$ cat config.mk
export PLATFORM = sky130hd
export DESIGN_NAME = hazard_stall_ctrl
export DESIGN_NICKNAME = d
export VERILOG_FILES = /design/src/rtl/pipe_ctrl_pkg.sv /design/src/rtl/mdu_busy_timer.sv /design/src/rtl/hazard_stall_ctrl.sv
export SDC_FILE = /design/constraint.sdc
export NUM_CORES = 1
export LEC_CHECK = 0
export ABC_CLOCK_PERIOD_IN_PS = 2700
export BUFFER_PORTS_ARGS = -buffer_cell sky130_fd_sc_hd__buf_2
export CORE_MARGIN = 10
export CORE_UTILIZATION = 51
export DETAILED_ROUTE_END_ITERATION = 7
export PLACE_DENSITY = 0.77
export SLEW_MARGIN = 15
export SYNTH_ARGS = -nofsm -noshare
export SYNTH_HDL_FRONTEND = slang
export SYNTH_SLANG_ARGS = --single-unit
$ cat constraint.sdc
create_clock -name clk -period 2.7 [get_ports clk]
set_clock_uncertainty 0.1 [all_clocks]
set_input_delay 0.54 -clock clk [delete_from_list [all_inputs] [get_ports clk]]
set_output_delay 0.54 -clock clk [all_outputs]
set_load 0.005 [all_outputs]
$ cat src/rtl/pipe_ctrl_pkg.sv
// Shared definitions for the pipeline stall/bubble control logic:
// operand-unused Tuse code, MDU timer states and default MDU latencies.
package pipe_ctrl_pkg;

  localparam logic [1:0] TUSE_NONE = 2'd3;

  localparam int MULT_CYCLES_DEFAULT = 5;
  localparam int DIV_CYCLES_DEFAULT  = 10;

  typedef enum logic {
    MDU_IDLE = 1'b0,
    MDU_BUSY = 1'b1
  } mdu_state_e;

endpackage

$ cat src/rtl/mdu_busy_timer.sv
// Tracks multiply/divide unit occupancy: a start loads the busy counter,
// which counts down to zero while the unit is producing HI/LO.
module mdu_busy_timer
  import pipe_ctrl_pkg::*;
#(
  parameter int MULT_CYCLES = MULT_CYCLES_DEFAULT,
  parameter int DIV_CYCLES  = DIV_CYCLES_DEFAULT,
  parameter int CNT_W       = 4
) (
  input  logic             clk,
  input  logic             reset,
  input  logic             start,
  input  logic             is_div,
  input  logic             flush,
  output logic             mdu_busy,
  output logic [CNT_W-1:0] busy_cnt
);

  mdu_state_e state;

  // A flush only cancels a start; a countdown already running keeps going
  // because its HI/LO writeback cannot be recalled.
  always_ff @(posedge clk or negedge reset) begin
    if (!reset) begin
      state    <= MDU_IDLE;
      busy_cnt <= '0;
    end else if (start && !flush) begin
      state    <= MDU_BUSY;
      busy_cnt <= is_div ? CNT_W'(DIV_CYCLES) : CNT_W'(MULT_CYCLES);
    end else begin
      case (state)
        MDU_BUSY: begin
          if (busy_cnt == CNT_W'(1)) begin
            state    <= MDU_IDLE;
            busy_cnt <= '0;
          end else begin
            busy_cnt <= busy_cnt - CNT_W'(1);
          end
        end
        default: begin
          state    <= MDU_IDLE;
          busy_cnt <= '0;
        end
      endcase
    end
  end

  assign mdu_busy = (state == MDU_BUSY) | (start & ~flush);

endmodule

$ cat src/rtl/hazard_stall_ctrl.sv
// Central stall/bubble controller: Tuse/Tnew data hazards plus MDU occupancy
// drive the PC / IF-ID enables and the ID-EX bubble, with a stall counter.
module hazard_stall_ctrl
  import pipe_ctrl_pkg::*;
#(
  parameter int MULT_CYCLES = MULT_CYCLES_DEFAULT,
  parameter int DIV_CYCLES  = DIV_CYCLES_DEFAULT,
  parameter int CNT_W       = 4,
  parameter int PERF_W      = 32
) (
  input  logic              clk,
  input  logic              reset,
  input  logic [4:0]        id_rs,
  input  logic [4:0]        id_rt,
  input  logic [1:0]        id_tuse_rs,
  input  logic [1:0]        id_tuse_rt,
  input  logic [4:0]        ex_wa,
  input  logic [4:0]        mem_wa,
  input  logic [1:0]        ex_tnew,
  input  logic [1:0]        mem_tnew,
  input  logic              id_md,
  input  logic              ex_start,
  input  logic              ex_is_div,
  input  logic              exc_flush,
  output logic              pc_en,
  output logic              if_id_en,
  output logic              id_ex_clr,
  output logic              mdu_busy,
  output logic [CNT_W-1:0]  busy_cnt,
  output logic [PERF_W-1:0] stall_cnt
);

  logic haz_rs;
  logic haz_rt;
  logic md_haz;
  logic stall;

  mdu_busy_timer #(
    .MULT_CYCLES (MULT_CYCLES),
    .DIV_CYCLES  (DIV_CYCLES),
    .CNT_W       (CNT_W)
  ) u_timer (
    .clk      (clk),
    .reset    (reset),
    .start    (ex_start),
    .is_div   (ex_is_div),
    .flush    (exc_flush),
    .mdu_busy (mdu_busy),
    .busy_cnt (busy_cnt)
  );

  // A producer blocks only if its result is ready later than the consumer needs it.
  assign haz_rs = (id_tuse_rs != TUSE_NONE) && (id_rs != 5'd0) &&
                  (((id_rs == ex_wa)  && (ex_tnew  > id_tuse_rs)) ||
                   ((id_rs == mem_wa) && (mem_tnew > id_tuse_rs)));

  assign haz_rt = (id_tuse_rt != TUSE_NONE) && (id_rt != 5'd0) &&
                  (((id_rt == ex_wa)  && (ex_tnew  > id_tuse_rt)) ||
                   ((id_rt == mem_wa) && (mem_tnew > id_tuse_rt)));

  assign md_haz = id_md & mdu_busy;

  assign stall     = (haz_rs | haz_rt | md_haz) & ~exc_flush;
  assign pc_en     = ~stall;
  assign if_id_en  = ~stall;
  assign id_ex_clr = stall;

  always_ff @(posedge clk or negedge reset) begin
    if (!reset) begin
      stall_cnt <= '0;
    end else if (stall && (stall_cnt != {PERF_W{1'b1}})) begin
      stall_cnt <= stall_cnt + PERF_W'(1);
    end
  end

endmodule

==> results by group <==
STA
  – Transition time at the pin with the least slew margin: 0.808 ns
  – Worst setup slack after layout: around 0.041 ns
  – Period utilisation layout: between 90% and 100%
  – Count of final setup violators: 0
  – Tmin final: between 2 and 3 ns
  – Relative slew slack: about 46%
  – Worst slack on hold paths: 0.236 ns
  – Count of endpoints failing hold in the final timing report: 0
  – Highest achievable clock rate: between 300 and 400 MHz
  – Number of pins exceeding their max-slew limit in the final report: 0

Critical path
  – Master of the slowest instance on the critical path: ha_1
  – Ordered list of cells on the worst path: buf_2 > inv_2 > ha_1 > nand2_1 > nand4_1 > nor4_2 > o21ai_1 > o311a_1 > buf_12 > inv_1 > buf_2
  – Crit path arrival time: 2.02 ns
  – Crit start category: primary input
  – Highest fanout seen on the critical path: 12
  – Required time at the worst-slack endpoint: 2.06 ns
  – Worst path top cell family by delay: simple AND/OR/NAND/NOR gates
  – Buffer and inverter count on the worst path: 5
  – Worst reg2reg startpoint: stall_cnt[6]
  – Worst stage delay on the critical path: 0.30 ns
  – Kind of end point of the critical path: output pin
  – Critical Path Most Common Cell: buf_2
  – Crit Path Category: in2out
  – CP Launch Point: id_tuse_rt[1]

Yosys
  – Synth top area cells: dfrtp_1 (39%), xor2_1 (13%), xnor2_1 (6.3%), ha_1 (5.8%), nand2_1 (3.8%)
  – Net count of the mapped netlist: around 280
  – Post-synth top area cell: dfrtp_1
  – Area fraction of the dominant cell type after synthesis: about 39%
  – Number of different library cells in the post-synthesis netlist: 39
  – Number of enable flip-flop cells after synthesis: 0
  – Syn Std Cell Area: between 0.002 and 0.0025 mm2
  – Portion of the post-synthesis area used by sequential elements: around two fifths
  – Number of synthesis warnings: 0
  – Number of synthesized register bits: 37
  – Cell count after synthesis: approximately 240
  – Top FF cell, synth: dfrtp_1
  – Synthesized area divided by synthesized cell count: approximately 9.9 um2
  – Share of synthesized registers carrying an async set or reset: 100%

Detailed routing
  – 1st-iter DRT viols: 185
  – Residual DRC count: 0
  – First-pass iteration count of the detailed router: 4
  – Drt wl/cell: 16.2 um
  – Post-DR vias/cell: 5.49
  – Count of antenna-violating nets left after detailed routing: 0
  – Overall routed net length: a little over 6000 um
  – Total via count in the routed design: between 2000 and 2500

Global route
  – Antenna violations before repair: 0
  – Grt ovf: 0
  – Tot GR Track Use: between 10 and 15%
  – First-pass GRT wire length: roughly 9400 um
  – Vias in the first global route: between 2000 and 2500
  – Pin count of the biggest net entering global routing: 38

Power and ir drop
  – Worst supply voltage drop on vdd: about 0.41 mV
  – Power Dens Cells: 551 mW/mm2
  – Leakage power of the design: ~1.5 nW
  – Power, Total: about 1.6 mW

Finish
  – Relative area change from synthesis to final layout: 26.0%
  – Ratio of cells with drive above 1 in the final layout: around a third
  – Fill cell instance count of the final layout: between 300 and 400
  – Inserted Diodes: 0
  – Most common cell after layout, fill and taps aside: buf_2
  – Highest-count cells in the layout ignoring fill and taps: buf_2 (73), dfrtp_1 (37), xor2_1 (34)
  – Net count of the finished layout: 364
  – Core occupancy in the finished layout: around two thirds

Placed design
  – Pre-CTS setup slack: -0.00673 ns
  – Count of input and output buffers: 73
  – Detailed-placement wirelength estimate: roughly 4500 um
  – Gp weighted congestion: 1.03

Outcome
  – Status: completed

Floorplan
  – Area inside the core boundary: between 0.004 and 0.005 mm2
  – Number of top-level pins: 74
  – Height of the die: between 80 and 90 um
  – Number of rows created at floorplan: 24
  – Total Die Area: 0.00774 mm2
  – Die extent in x: 88.0 um
  – Effective utilization at floorplan: a little over half

Min path
  – Kind of path behind the tightest hold check: in2async

Clocking
  – Clock latency of the later-clocked register in the worst-skew pair: approximately 0.29 ns
  – H-tree depth: 2
  – TritonCTS clock tree: yes
  – Hold buffer count at CTS: 0
  – Bufs on Longest Clock Path: 2
  – Clock buffer count from CTS: 5
  – Total number of clock tree sinks: 37
  – Root buffer selected by CTS: clkbuf_8
  – Clock input transition at the sequential cells of the worst setup and hold paths: 0.07 ns

Flow run
  – Max cap viols: 0
-- metal layers --
layer | share of wire (%) | global-route usage [%]
met1 | 43 | 18.4
met2 | 49 | 23.7
met3 | 6.3 | 4.27
met4 | 2.1 | 6.23
met5 | 0 | 0
-- timing repair --
item	CTS	global route
pin swaps	1	6
resized for setup	0	14
cloned	0	1
endpoints found under the setup margin	3	3
buffers inserted	0	1
hold endpoints to repair	0	0
-- kinds of logic (layout without fill, tap and decap cells) --
kind of cell	Yosys count	after routing	synth area share, %
AOI/OAI and AO/OA	14	14	3.82
xor gates and xnor gates	51	51	19.0
muxes	2	2	0.956
buffers and inverters	18	99	3.72
DFF	37	37	39.3
and+or+nand+nor	106	106	27.4
adders and majority gates	11	11	5.84
-- cells in the mapped netlist, types with 2 or more instances --
master     n
nand2_1   24
xor2_1    34
xnor2_1   17
nor4b_2    2
nor3b_1    2
a21oi_1    4
ha_1      11
nor3_1    10
and3_1     6
nand4_1    9
inv_1     13
nand3b_1   2
o22ai_1    2
nor4_1     4
dfrtp_1   37
o21ai_0    3
nor2_1    17
o31ai_1    2
nor3b_2    3
nor4_2     2
and4_1     2
mux2_2     2
a221oi_1   2
nand3_1    9
nand2b_1   5
buf_6      2
-- stage by stage --
step	instances	cell area [um2]	TNS [ns]
CTS	370	2860	0
detailed placement	362	2780	-0.0130
finish	372	2970	0
global route	372	2970	-0.139
floorplan	239	2360	0
global placement	362	2780	0
-- area by class of cell --
cell class | instances | area, um2 | area share (%)
multi-input cells | 184 | 1420 | 47.7
flip-flops and latches | 37 | 926 | 31.2
repair buffers | 78 | 433 | 14.6
clock buffers | 8 | 80.1 | 2.70
well taps | 52 | 65.1 | 2.19
inverters | 13 | 48.8 | 1.64
-- state kept, by name (all words and copies together) (netlist names) --
register / count
stall_cnt: 32
u_timer.busy_cnt: 4
u_timer.state: 1
-- final timing paths --
| kind | to | slack (ns) | cells past startpoint |
|---|---|---|---|
| max | id_ex_clr | 0.04 | 11 |
| min | stall_cnt[31] | 0.24 | 1 |
| max reg2reg | stall_cnt[1] | 0.27 | 6 |
| min reg2reg | stall_cnt[26] | 0.39 | 1 |
| max in group asynchronous | stall_cnt[12] | 1.75 | 1 |
| min in group clk | u_timer.busy_cnt[2] | 0.37 | 2 |
-- power by group --
group	internal [mW]	switching [mW]	leakage (nW)
Combinational	0.258	0.245	0.994
Clock	0.183	0.189	0.0395
Sequential	0.650	0.111	0.483
Note: power is estimated with default switching activity, not from simulation.
